===== src/rtl/credential_entry_ctrl.sv =====
// credential_entry_ctrl: keypad sequencer for the 4-digit username and
// 4-digit password fed to the unlocker. It issues a one-cycle submit and
// waits for the verdict. It also enforces an inactivity timeout and a lockout
// after repeated failed attempts.
// Optional build macro: CRED_AUTOSUBMIT_EN. When it is defined, storing the
// 8th digit submits automatically and the enter key does nothing.
module credential_entry_ctrl #(
  parameter int unsigned TIMEOUT_TICKS = 10,
  parameter int unsigned LOCKOUT_TICKS = 30,
  parameter int unsigned MAX_FAILS     = 3
) (
  input  logic       clk,
  input  logic       rst,
  input  logic       keyValid,
  input  logic [3:0] keyCode,
  input  logic       tickEn,
  input  logic       resetCount,
  input  logic       authValid,
  input  logic       authPass,
  output logic [3:0] userNameInput0,
  output logic [3:0] userNameInput1,
  output logic [3:0] userNameInput2,
  output logic [3:0] userNameInput3,
  output logic [3:0] passwordInput0,
  output logic [3:0] passwordInput1,
  output logic [3:0] passwordInput2,
  output logic [3:0] passwordInput3,
  output logic [3:0] inputCount,
  output logic       submit,
  output logic       busy,
  output logic       lockedOut,
  output logic       entryTimeout
);

  localparam int unsigned IDLE_W = $clog2(TIMEOUT_TICKS + 1);
  localparam int unsigned LOCK_W = $clog2(LOCKOUT_TICKS + 1);
  localparam int unsigned FAIL_W = 3;

  localparam logic [3:0] KEY_MAX_DIGIT = 4'h9;
  localparam logic [3:0] KEY_CLEAR     = 4'hA;
  localparam logic [3:0] KEY_BACK      = 4'hB;
  localparam logic [3:0] KEY_ENTER     = 4'hE;

  typedef enum logic [2:0] {
    IDLE    = 3'd0,
    USER    = 3'd1,
    PASS    = 3'd2,
    WAIT    = 3'd3,
    LOCKOUT = 3'd4
  } state_t;

  state_t            state;
  logic [3:0]        slot [8];
  logic [IDLE_W-1:0] idle_cnt;
  logic [LOCK_W-1:0] lock_cnt;
  logic [FAIL_W-1:0] fail_cnt;

  // Digit outputs are the slot registers themselves (0-3 username, 4-7 password)
  assign userNameInput0 = slot[0];
  assign userNameInput1 = slot[1];
  assign userNameInput2 = slot[2];
  assign userNameInput3 = slot[3];
  assign passwordInput0 = slot[4];
  assign passwordInput1 = slot[5];
  assign passwordInput2 = slot[6];
  assign passwordInput3 = slot[7];

  // Entry sequencer: state, slots, counters and registered strobes
  always_ff @(posedge clk or posedge rst) begin
    if (rst) begin
      state        <= IDLE;
      for (int i = 0; i < 8; i++) slot[i] <= '0;
      inputCount   <= '0;
      submit       <= 1'b0;
      busy         <= 1'b0;
      lockedOut    <= 1'b0;
      entryTimeout <= 1'b0;
      idle_cnt     <= '0;
      lock_cnt     <= '0;
      fail_cnt     <= '0;
    end else begin
      submit       <= 1'b0;
      entryTimeout <= 1'b0;
      case (state)
        IDLE, USER, PASS: begin
          if (resetCount || (keyValid && keyCode == KEY_CLEAR)) begin
            for (int i = 0; i < 8; i++) slot[i] <= '0;
            inputCount <= '0;
            idle_cnt   <= '0;
            state      <= IDLE;
          end else if (keyValid) begin
            // Any key pressed while entering counts as activity, even if it has no effect
            idle_cnt <= '0;
            if (keyCode <= KEY_MAX_DIGIT) begin
              if (inputCount < 4'd8) begin
                slot[inputCount[2:0]] <= keyCode;
                inputCount            <= inputCount + 4'd1;
`ifdef CRED_AUTOSUBMIT_EN
                if (inputCount == 4'd7) begin
                  submit <= 1'b1;
                  busy   <= 1'b1;
                  state  <= WAIT;
                end else
`endif
                state <= (inputCount >= 4'd3) ? PASS : USER;
              end
            end else if (keyCode == KEY_BACK) begin
              if (inputCount != 4'd0) begin
                slot[3'(inputCount - 4'd1)] <= '0;
                inputCount                  <= inputCount - 4'd1;
                if (inputCount == 4'd1)      state <= IDLE;
                else if (inputCount <= 4'd4) state <= USER;
                else                         state <= PASS;
              end
            end else if (keyCode == KEY_ENTER) begin
`ifndef CRED_AUTOSUBMIT_EN
              if (inputCount == 4'd8) begin
                submit <= 1'b1;
                busy   <= 1'b1;
                state  <= WAIT;
              end
`endif
            end
          end else if (tickEn && state != IDLE) begin
            if (idle_cnt == IDLE_W'(TIMEOUT_TICKS - 1)) begin
              for (int i = 0; i < 8; i++) slot[i] <= '0;
              inputCount   <= '0;
              idle_cnt     <= '0;
              entryTimeout <= 1'b1;
              state        <= IDLE;
            end else begin
              idle_cnt <= idle_cnt + IDLE_W'(1);
            end
          end
        end
        WAIT: begin
          if (resetCount || authValid) begin
            for (int i = 0; i < 8; i++) slot[i] <= '0;
            inputCount <= '0;
            busy       <= 1'b0;
            state      <= IDLE;
            // An abort by resetCount leaves the failure history untouched
            if (!resetCount) begin
              if (authPass) begin
                fail_cnt <= '0;
              end else begin
                fail_cnt <= fail_cnt + FAIL_W'(1);
                if (fail_cnt + FAIL_W'(1) == FAIL_W'(MAX_FAILS)) begin
                  lock_cnt  <= LOCK_W'(LOCKOUT_TICKS);
                  lockedOut <= 1'b1;
                  state     <= LOCKOUT;
                end
              end
            end
          end
        end
        LOCKOUT: begin
          if (tickEn) begin
            if (lock_cnt <= LOCK_W'(1)) begin
              lock_cnt  <= '0;
              fail_cnt  <= '0;
              lockedOut <= 1'b0;
              state     <= IDLE;
            end else begin
              lock_cnt <= lock_cnt - LOCK_W'(1);
            end
          end
        end
        default: begin
          state <= IDLE;
        end
      endcase
    end
  end

endmodule

===== config.mk =====
export PLATFORM = sky130hd
export DESIGN_NAME = credential_entry_ctrl
export DESIGN_NICKNAME = d
export VERILOG_FILES = /design/src/rtl/credential_entry_ctrl.sv
export SDC_FILE = /design/constraint.sdc
export NUM_CORES = 1
export LEC_CHECK = 0
export ABC_CLOCK_PERIOD_IN_PS = 2900
export CAP_MARGIN = 20
export CORE_MARGIN = 2
export CORE_UTILIZATION = 42
export CTS_CLUSTER_DIAMETER = 120
export DETAILED_ROUTE_END_ITERATION = 12
export GPL_TIMING_DRIVEN = 1
export PLACE_DENSITY_LB_ADDON = 0.3
export RECOVER_POWER = 25
export SYNTH_ARGS = -nofsm -noshare
export SYNTH_HDL_FRONTEND = slang
export SYNTH_SLANG_ARGS = --single-unit

===== constraint.sdc =====
create_clock -name clk -period 2.9 [get_ports clk]
set_input_delay 0.29 -clock clk [delete_from_list [all_inputs] [get_ports clk]]
set_output_delay 0.29 -clock clk [all_outputs]
set_load 0.01 [all_outputs]

Yosys cells after proc, flatten, opt, wreduce, memory -nomap -nowiden --
Cells that the tools add are included.
Storage, ports and cells: register bits after elaboration 55, input port bits 11, output and inout bits 40
Cells by class: $add $sub $neg 5, $lt $le $gt $ge 9, equal/unequal tests 31, mux-type cells 87, bitwise logic cells 4, reductions and logical operators 20
Operators with widths (number):
- 32-bit two-way mux | 9
- 32-bit case mux with 2 select lines | 1
- 4-bit two-way mux | 15
- 3-bit two-way mux | 19
- 32-bit AND | 1
- 32-bit bitwise mux | 1
- 32-bit inverter | 1
- 5-bit two-way mux | 6
- 1-bit two-way mux | 25
- 4-bit demux with 3-bit select | 2
- 2-bit != test (second input constant) | 12
- 4-bit == test (second input constant) | 5
- 6-bit != test (second input constant) | 3
- 5-bit != test (second input constant) | 3
- 7-bit AND reduction | 2
- 5-bit case mux with 2 select lines | 1
- 3-bit by 2-bit == test with 1-bit output (second input constant) | 3
- 3-bit case mux with 3 select lines | 1
- 9-bit AND reduction | 1
- 4-bit by 1-bit adder with 4-bit output (second input constant) | 2
- 4-bit greater-or-equal comparator (second input constant) | 2
- 4-bit by 1-bit < comparator with 1-bit output (second input constant) | 2
- 4-bit != test (second input constant) | 2
- 3-bit inverter with 4-bit output | 2
- 26 further kinds | 35

Depth between registers and ports, before layout --
Gate-level depths: netlist of run 1.
word-level depth 14, depth in mapped cells 10, mapped depth without buffers 8

Worst setup path after synthesis of run 1 --
OpenSTA, ideal clock, no wires.
path kind reg-to-reg, start point register inputCount[1], end point register slot (netlist bit passwordInput2[2]), library setup time 0.121 ns, arrival time 2.341 ns, path slack 0.438 ns, cell stages (with the launch flop) 10, path buffers 1, cells stage by stage dfrtp_1 -> clkbuf_1 -> inv_1 -> ha_1 -> nand2b_4 -> or3_4 -> a221oi_4 -> nor3_4 -> a211o_1 -> a22o_1
Between the ends: word-level cells in the longest chain between the ends 14, elaborated cells on any way between the ends 28, classes of those cells add/sub (1); order compare (5); eq/ne (2); mux (12); bitwise (4); reduce/logical (4)
Ends and longest elaborated chain:
- start: declaration | RTL line 28 | output logic [3:0] inputCount,
- start signal: assignment | RTL line 97 | inputCount <= inputCount + 4'd1;
- start signal: assignment | RTL line 110 | inputCount <= inputCount - 4'd1;
- 4-bit by 1-bit subtractor with 4-bit output
- 3-bit inverter with 4-bit output (not written as such) | RTL line 109 | slot[3'(inputCount - 4'd1)] <= '0;
- 4-bit greater-or-equal comparator (not written as such) / 4-bit by 1-bit < comparator with 1-bit output (equally long branches) | RTL line 109
- 1-bit logical AND (not written as such) | RTL line 109
- 4-bit two-way mux (not written as such) | RTL line 109
- 4-bit demux with 3-bit select | RTL line 109
- 32-bit inverter (no line)
- 32-bit AND (no line)
- 32-bit two-way mux | RTL line 108 | if (inputCount != 4'd0) begin
- 32-bit two-way mux | RTL line 107 | end else if (keyCode == KEY_BACK) begin
- 32-bit two-way mux | RTL line 94 | if (keyCode <= KEY_MAX_DIGIT) begin
- 32-bit two-way mux | RTL line 91 | end else if (keyValid) begin
- 32-bit two-way mux | RTL line 86 | if (resetCount || (keyValid && keyCode == KEY_CLEAR)) begin
- 32-bit case mux with 2 select lines | RTL line 84 | case (state)
- end signal: indexed assignment | RTL line 96 | slot[inputCount[2:0]] <= keyCode;
- end: declaration | RTL line 53 | logic [3:0] slot [8];
Parallel ways exist; a longest one is shown, timed or not. The select of a mux whose other input is x is not followed. A chain may end at the register's enable or synchronous reset.

Worst setup path after layout of run 1 --
start point register state[1], end point register slot (netlist bit userNameInput2[0])
Between the ends: word-level cells in the longest chain between the ends 4, elaborated cells on any way between the ends 16, classes of those cells eq/ne (9); mux (1); reduce/logical (6)
Ends and longest elaborated chain:
- start: declaration | RTL line 52 | state_t state;
- start signal: assignment | RTL line 105 | state <= (inputCount >= 4'd3) ? PASS : USER;
- 3-bit by 1-bit == test with 1-bit output (tied with other cells) | RTL line 84
- 3-bit OR reduction / 1-bit logical AND (equally long branches) | RTL line 84, 124
- 5-bit != test (no line) (tied with other cells)
- 7-bit AND reduction (no line)
Parallel ways exist; a longest one is shown, timed or not.

==> results of run 1 <==
synthesized netlist by cell type, drive strengths merged, types with 8 or more instances:
cell type  number
dfrtp          55
a22o           23
nand2          25
o21ai          39
nor2           25
a21oi          23
inv            12
ha             10
buf             8
nor3           13
stage by stage:
stage / hold slack [ns] / instance area (sq um) / util, % / worst slack, ns
after global placement: 0.480 / 3810 / 52.2 / 0.189
after floorplan: 0.387 / 3170 / - / 0.438
after global routing: 0.523 / 3900 / 53.4 / 0.248
after CTS: 0.500 / 3900 / 53.5 / 0.431
final: 0.505 / 3900 / 53.4 / 0.408
after detailed placement: 0.486 / 3810 / 52.2 / 0.160
worst max path at each step:
| stage | startpoint | end | slack, ns | cells past startpoint |
|---|---|---|---|---|
| 2_1_floorplan | inputCount[1]$_DFFE_PP0P_ | passwordInput2[2]$_DFFE_PP0P_ | 0.44 | 9 |
| 3_3_place_gp | resetCount | passwordInput1[0]$_DFFE_PP0P_ | 0.19 | 7 |
| 3_5_place_dp | keyCode[1] | passwordInput2[0]$_DFFE_PP0P_ | 0.16 | 7 |
| 4_1_cts | inputCount[0]$_DFFE_PP0P_ | userNameInput2[0]$_DFFE_PP0P_ | 0.43 | 9 |
| 5_1_grt | inputCount[0]$_DFFE_PP0P_ | passwordInput2[2]$_DFFE_PP0P_ | 0.25 | 9 |
| 6_report | state[1]$_DFFE_PP0P_ | userNameInput2[0]$_DFFE_PP0P_ | 0.41 | 6 |
area by class of cell:
class | count | area (sq um) | area share [%]
Multi-Input combinational cell | 249 | 1660 | 42.7
Sequential cell | 55 | 1380 | 35.3
Timing Repair Buffer | 63 | 596 | 15.3
Tap cell | 99 | 124 | 3.18
Clock buffer | 5 | 68.8 | 1.77
Inverter | 12 | 45.0 | 1.16
Clock inverter | 3 | 25.0 | 0.642
layer usage:
layer	part of all wire (%)	wire length, um
met4	0.87	69
met3	3.7	292
met5	0	0
met2	49	3860
met1	47	3700
placed cells by master, fill, tap and decap left out, drive strengths merged, types with 3 or more instances in the layout:
cell           synthesis  layout
a22o                  23      23
and2                   6       6
or3                    4       4
a31oi                  6       6
o41ai                  4       4
nand2                 25      25
nor2                  25      25
nand4                  3       3
nand3                  6       6
clkinv                 0       3
inv                   12      11
and3                   3       3
nor3                  13      13
o21a                   3       3
ha                    10      10
dfrtp                 55      55
a211o                  5       5
a21oi                 23      23
clkbuf                 6       6
nand2b                 6       6
a21o                   6       6
nor2b                  5       5
o21ai                 39      39
buf                    8      12
clkdlybuf4s50          0      49
o31ai                  6       6
power groups by stage:
stage	Combinational (W)	Sequential (W)	Clock (W)
finish	0.000458	0.000895	0.000437
detailed placement	0.000454	0.000909	0
CTS	0.000457	0.000894	0.000454
global route	0.000510	0.000905	0.000493
global placement	0.000440	0.000905	0
floorplan	0.000313	0.000897	0
kinds of logic (layout without fill, tap and decap cells):
| group | Yosys count | count (layout) | synth area share [%] |
|---|---|---|---|
| flops | 55 | 55 | 43.4 |
| simple gates | 105 | 105 | 18.1 |
| xor+xnor | 3 | 3 | 0.828 |
| mux | 2 | 2 | 0.710 |
| buf+inv | 26 | 83 | 4.22 |
| fa+ha+maj | 10 | 10 | 3.94 |
| compound gates | 129 | 129 | 28.8 |
==> reports/summary.md, run 1 <==
The largest area contributor in the synthesized netlist is sky130_fd_sc_hd__dfrtp_1. The number of CTS-inserted buffers came out at 5. Time the final worst path needs with I/O delays and setup: 2.49 ns.

The worst register-to-register path begins at state[1]$_DFFE_PP0P_. After the last flow step, the layout net total stands at 407. In this run the tightest slew margin relative to its limit is 10.1%. The run gives 478 as the number of placed cells counting well taps. Endpoint type of the worst setup path: a flip-flop. Yosys mapped a number of flops with a built-in enable equal to 0. The worst hold path begins at busy$_DFFE_PP0P_. Counting flops with an async set or reset pin after synthesis yields a share of 100%.

The category of the most critical setup path was reg2reg. On the critical path, the stage with the largest delay is an instance of sky130_fd_sc_hd__dfrtp_1. The global routing stage identified its most utilized layer as met2. The flip-flop count of the largest register, all copies and words added was 5; the worst clock skew was 0.00776 ns.

The CTS clock-pin slew for the worst setup and hold paths is 0.10 ns, and the count of distinct cell types in the synthesized netlist is 58. In the final routed layout, each cell accounts on average for 16.3 um. Setup repair after global routing left no endpoint under its margin. Cell family contributing the most delay on the critical path: compound AO/OA/AOI/OAI gates. Detailed placement finished with a half-perimeter wire length of 5800 um. The largest fanout of any net on the critical path works out to 10. The tools report the clock latency reported for the late side of the worst-skew pair as 0.31 ns. In this run switching power makes up 33.7% of total power. The signal on the critical path passes through o31a_1 -> a41oi_2 -> o21a_2 -> nor3_4 -> and2_1 -> a22o_1. The synthesized netlist occupies a cell area of 3170 sq um. The path depth of the worst reg2reg path was 6; the die span in x was 90.9 um.

Buffers added to address setup during post-CTS repair amount to 0. The transition time of the tightest slew-check pin was 1.35 ns; the total overflow reported by the global router was 0. The initial core utilization was 43.5%; the global-route track usage on met1 was 27.6%. Summing the sequential cell areas from Yosys gives 43.4% of the chip area. Port buffering added 50 buffers. Dividing the detail-routed via count by the number of cells gives 5.75.

For this design, the sink count on the clock tree is 55. The overall track demand over capacity in global routing came out at 20.1%. The flow ran to the end, and the final reports show no timing, DRC or antenna violations. Number of core rows: 31. For the antenna diode count, the log shows 0.

The share of layout cells above drive strength 1 was 10.1%; the setup violation total in the final timing report was 0. For this run, global-route usage on met2 was measured as 32.9%. The pre-antenna-repair detailed-routing pass consisted of 4 iterations.

The period utilization came out at 85.9%. In this run the deepest clock path goes through 2 buffers. Power comes to 0.00179 W.

STA classifies the critical path startpoint as a flip-flop. 51 I/O pins were placed. For this run, the leading register cell type out of synthesis is sky130_fd_sc_hd__dfrtp_1.

The routed layout has 2794 vias. The floorplan step set the die height to 90.9 um. The filler cells instantiated in the layout total 692. The largest register by flop count was lock_cnt.

The floorplan step defined a die boundary enclosing 8270 sq um. Global routing used 4.17% of the available met3 tracks. The setup total negative slack came out at 0 ns. The number of max-slew violations in the final report is 0, and the highest attainable clock frequency is 0.401 GHz. The endpoint identified for the worst register-to-register timing path is userNameInput2[0]$_DFFE_PP0P_.

The detailed router finished its first iteration with 203 violations. The class of the worst hold path was reg2reg. In the post-synthesis netlist, the biggest area contributors are sky130_fd_sc_hd__dfrtp_1 (43%), sky130_fd_sc_hd__a22o_1 (6.3%), sky130_fd_sc_hd__o21ai_0 (5.4%). The tools report the end point of the most critical hold path as busy$_DFFE_PP0P_. The area growth from synthesis to layout is 22.8%.

The analysis attributes to net switching a power of 0.000602 W. In this run, post-CTS repair resized a total of 0 instances. The logs give 2 for the CTS H-tree depth and 0 for the Yosys warning count.

Critical path buffer and inverter count: 0. The initial antenna violation count was 0. STA puts the critical path data required time at 3.15 ns. After synthesis, the largest area contributor takes up 43.4% of total cell area. Cell internal power dissipation: 0.00119 W.

The power density normalized to cell area works out to 459 nW/um^2. The synthesized design contains 55 register bits. For the weighted congestion reported at the end of routability-driven placement, the log shows 0.901. The cell at the root of the clock tree was sky130_fd_sc_hd__clkbuf_8. The clock network is responsible for 24.4% of the overall power. The number of hold violations in the final report came out at 0. Per report_power, the combinational group accounts for 25.6% of the total. The number of cells traversed by the worst hold path was 1; the residual antenna-violating net count after detailed routing was 0. After floorplanning, the core was sized to cover 7290 sq um. For this run, the number of standard cells in the final layout without fillers is 486. The first global-routing pass estimated 13700 um of wire.

The worst IR drop on VDD is 0.172 mV, and the total nets after synthesis is 351. Entering global routing, the biggest net connects 56 pins. In the synthesized netlist, the number of instances is 330. In this run, flip-flops and latches consume 50.0% of the power. The number of global-route vias before repair is 2825, and the cell leakage power is 1.65 nW. The worst register-to-register path has a setup slack of 0.41 ns. The total routed wirelength came out at 7910 um.

The synthesized area per cell was 9.62 sq um; the number of remaining DRC errors was 0. The tools report the hold buffer count at CTS as 0. Data on the critical path arrives at its endpoint at 2.74 ns.

The number of max-capacitance violations reported is 0. The peak per-stage delay on the critical path works out to 0.60 ns. TritonCTS built the clock tree.
No activity file was read; power rests on OpenSTA's default activity.
==> run 2, diff against run 1 <==
Settings changed: SETUP_SLACK_MARGIN set to 0.5, TNS_END_PERCENT set to 10.
==> reports/summary.md, run 2 (synthesis results as in run 1) <==
The run finished with clean final reports. The logs give 31.8% (+22 points) for the worst slew margin relative to its limit and 2 (unchanged) for the CTS H-tree depth. Worst IR drop on VDD: 0.268 mV (+56%).

For the setup total negative slack, the log shows 0 ns (unchanged). The first-pass GRT wire length came out at 13600 um (-0.45%). The tree is rooted in a sky130_fd_sc_hd__clkbuf_8.

STA classifies the critical path endpoint as a flip-flop. Category of the most critical setup path: reg2reg. Setup repair after global routing left no endpoint under its margin. The setup violation total in the final timing report is 0 (unchanged), and the final design area excluding fillers is 3950 sq um (+1.3%).

For the maximum number of pins on one net before global-route repair, the log shows 37 (-34%). For the iteration-0 DRC count of the detailed router, the log shows 160 (-21%). The number of max-slew violations in the final report is 0 (unchanged), and the weighted congestion reported at the end of routability-driven placement is 0.916 (+1.7%). The critical path data arrival time is 2.50 ns (-0.24 ns).

The run gives 54.2% (+0.70 points) as the utilization of the core after routing. The overall track demand over capacity in global routing is 20.0% (-0.092 points), and the number of input and output port buffers inserted is 50 (unchanged). The via density per instance is 5.76 (+0.25%). The logs give 0.000597 W (-0.82%) for the net switching power and 0 (unchanged) for the number of hold violations in the final report.

The vertical die dimension is 90.9 um (unchanged), and the buffers inserted during post-CTS setup optimization is 0 (unchanged). The clock latency reported for the late side of the worst-skew pair is 0.31 ns (about the same), and the time the final worst path needs with I/O delays and setup is 2.30 ns (-0.195 ns). The hold buffer count at CTS came out at 0 (unchanged).

Area inside the core boundary: 7290 sq um (unchanged). The worst reg-to-reg setup slack was 0.60 ns (+0.20 ns). The net switching fraction of the power was 32.9% (-0.79 points). More flip-flops sit in one register than any other, and that register is lock_cnt. The tools report the highest attainable clock frequency as 0.435 GHz (+8.5%).

The run gives 2 (unchanged) as the number of buffers between clock root and the deepest sink. The path class of the tightest hold or removal check is in2reg. The required time at the worst-slack endpoint is 3.11 ns (-0.04 ns), and the detailed-route wire length per cell is 16.3 um (+0.17%).

The flip-flop count of the largest register, all copies and words added came out at 5 (unchanged). The register area is 1380 sq um (+0.18%). The final worst slack came out at 0.603 ns (+0.195 ns). In the layout the commonest cells are sky130_fd_sc_hd__dfrtp_1 (53), sky130_fd_sc_hd__clkdlybuf4s50_1 (48), sky130_fd_sc_hd__o21ai_0 (34). Initial antenna violation count: 0 (unchanged).

The total overflow reported by the global router came out at 0 (unchanged). The run gives 25.5% (about the same) as the combinational power share. For the number of global-route vias before repair, the log shows 2800 (-0.88%). The number of clock sinks seen by CTS is 55 (unchanged), and the worst setup slack after placement is 0.267 ns (+0.107 ns). The die outline area is 8270 sq um (unchanged), and the antenna diode count is 0 (unchanged). The overall power after layout is 0.00182 W (+1.6%). TritonCTS built the clock tree.

The die span in x is 90.9 um (unchanged), and the initial core utilization is 43.5% (unchanged). The largest fanout of any net on the critical path was 10 (unchanged); the share of layout cells above drive strength 1 was 12.0% (+1.9 points). The net count of the finished layout is 411 (+0.98%). The total via count in the routed design was 2824 (+1.1%); the number of detailed-route iterations in the first pass was 5 (+1). Total half-perimeter wirelength after legalization and detailed placement: 5920 um (+2.0%). For the placed cell area, the log shows 3840 sq um (+0.85%). The startpoint class of the critical path was a flip-flop. The share of total power in the clock network was 25.1% (+0.7 points); the cell leakage power was 1.68 nW (+1.7%). The layout-stage area growth over the synthesis result came out at 24.4%. The CTS clock-pin slew for the worst setup and hold paths was 0.10 ns (about the same); the layout filler cell count was 700 (+1.2%). The run gives 0.00122 W (+2.8%) as the cell internal power dissipation. The residual antenna-violating net count after detailed routing came out at 0 (unchanged). The run gives 1680 sq um (+0.75%) as the combined area of the multi-input logic cells.

The leading cell type in the layout, fill and taps excluded is sky130_fd_sc_hd__dfrtp_1. Total routed wirelength: 7990 um (+1.0%). The logs give 51 (unchanged) for the I/O pin count and 0 (unchanged) for the number of gates given a new drive strength after cts. The transition time of the tightest slew-check pin is 1.02 ns (-0.326 ns).

The logs give 0 (unchanged) for the number of max-capacitance violations reported and 0.00297 ns (-0.00479 ns) for the worst clock skew. The run gives 49.3% (-0.7 points) as the share of total power in sequential cells. The path depth of the worst reg2reg path came out at 7 (+1). The logs give 31 (unchanged) for the number of core rows and 5 (unchanged) for the number of CTS-inserted buffers. The number of remaining DRC errors is 0 (unchanged), and the period utilization is 79.2% (-6.7 points). The number of cells traversed by the worst hold path was 3 (+2); the power density normalized to cell area was 460 nW/um^2 (+0.24%).
## run 2: metal layers
layer	GRT usage (%)	routed length (um)	share of wire (%)	up-vias
met5	0	0	0	-
met4	4.55	125	1.6	0
met3	3.92	419	5.2	11
met2	33.5	3890	49	87
li1	-	-	-	1344
met1	26.9	3550	44	1382
## run 2: worst max-delay path, stage by stage (launching register included)
cell	delay (ns)
sky130_fd_sc_hd__dfrtp_2	0.50
sky130_fd_sc_hd__o31a_1	0.37
sky130_fd_sc_hd__a41oi_2	0.25
sky130_fd_sc_hd__o21a_2	0.27
sky130_fd_sc_hd__nor3_4	0.07
sky130_fd_sc_hd__buf_4	0.19
sky130_fd_sc_hd__a211o_1	0.30
sky130_fd_sc_hd__a22o_1	0.24
## run 2: power groups by stage
| stage | Sequential, W | Combinational [W] | Clock (W) |
|---|---|---|---|
| 2_1_floorplan | 0.000897 | 0.000314 | 0 |
| 3_3_place_gp | 0.000905 | 0.000447 | 0 |
| 3_5_place_dp | 0.000910 | 0.000459 | 0 |
| 4_1_cts | 0.000895 | 0.000461 | 0.000466 |
| 5_1_grt | 0.000907 | 0.000525 | 0.000502 |
| 6_report | 0.000896 | 0.000464 | 0.000457 |
## run 2: metrics by stage
stage | std cells | hold slack [ns]
final | 490 | 0.407
after global placement | 482 | 0.485
after CTS | 490 | 0.327
after global routing | 490 | 0.414
after detailed placement | 482 | 0.482
after floorplan | 330 | 0.387
## run 2: worst paths after layout
path	to	start
min reg2reg	busy$_DFFE_PP0P_	busy$_DFFE_PP0P_
min in group asynchronous	userNameInput3[1]$_DFFE_PP0P_	rst
max in group asynchronous	state[0]$_DFFE_PP0P_	rst
min	submit$_DFF_PP0_	keyCode[1]
max	passwordInput3[0]$_DFFE_PP0P_	state[0]$_DFFE_PP0P_
max reg2reg	passwordInput3[0]$_DFFE_PP0P_	state[0]$_DFFE_PP0P_
## run 2: cell type report
| cell class | count | share of cell area [%] |
|---|---|---|
| Clock buffer | 6 | 2.09 |
| Clock inverter | 2 | 0.412 |
| Inverter | 12 | 1.14 |
| Multi-Input combinational cell | 249 | 42.4 |
| Sequential cell | 55 | 34.9 |
| Tap cell | 99 | 3.14 |
| Timing Repair Buffer | 67 | 15.9 |
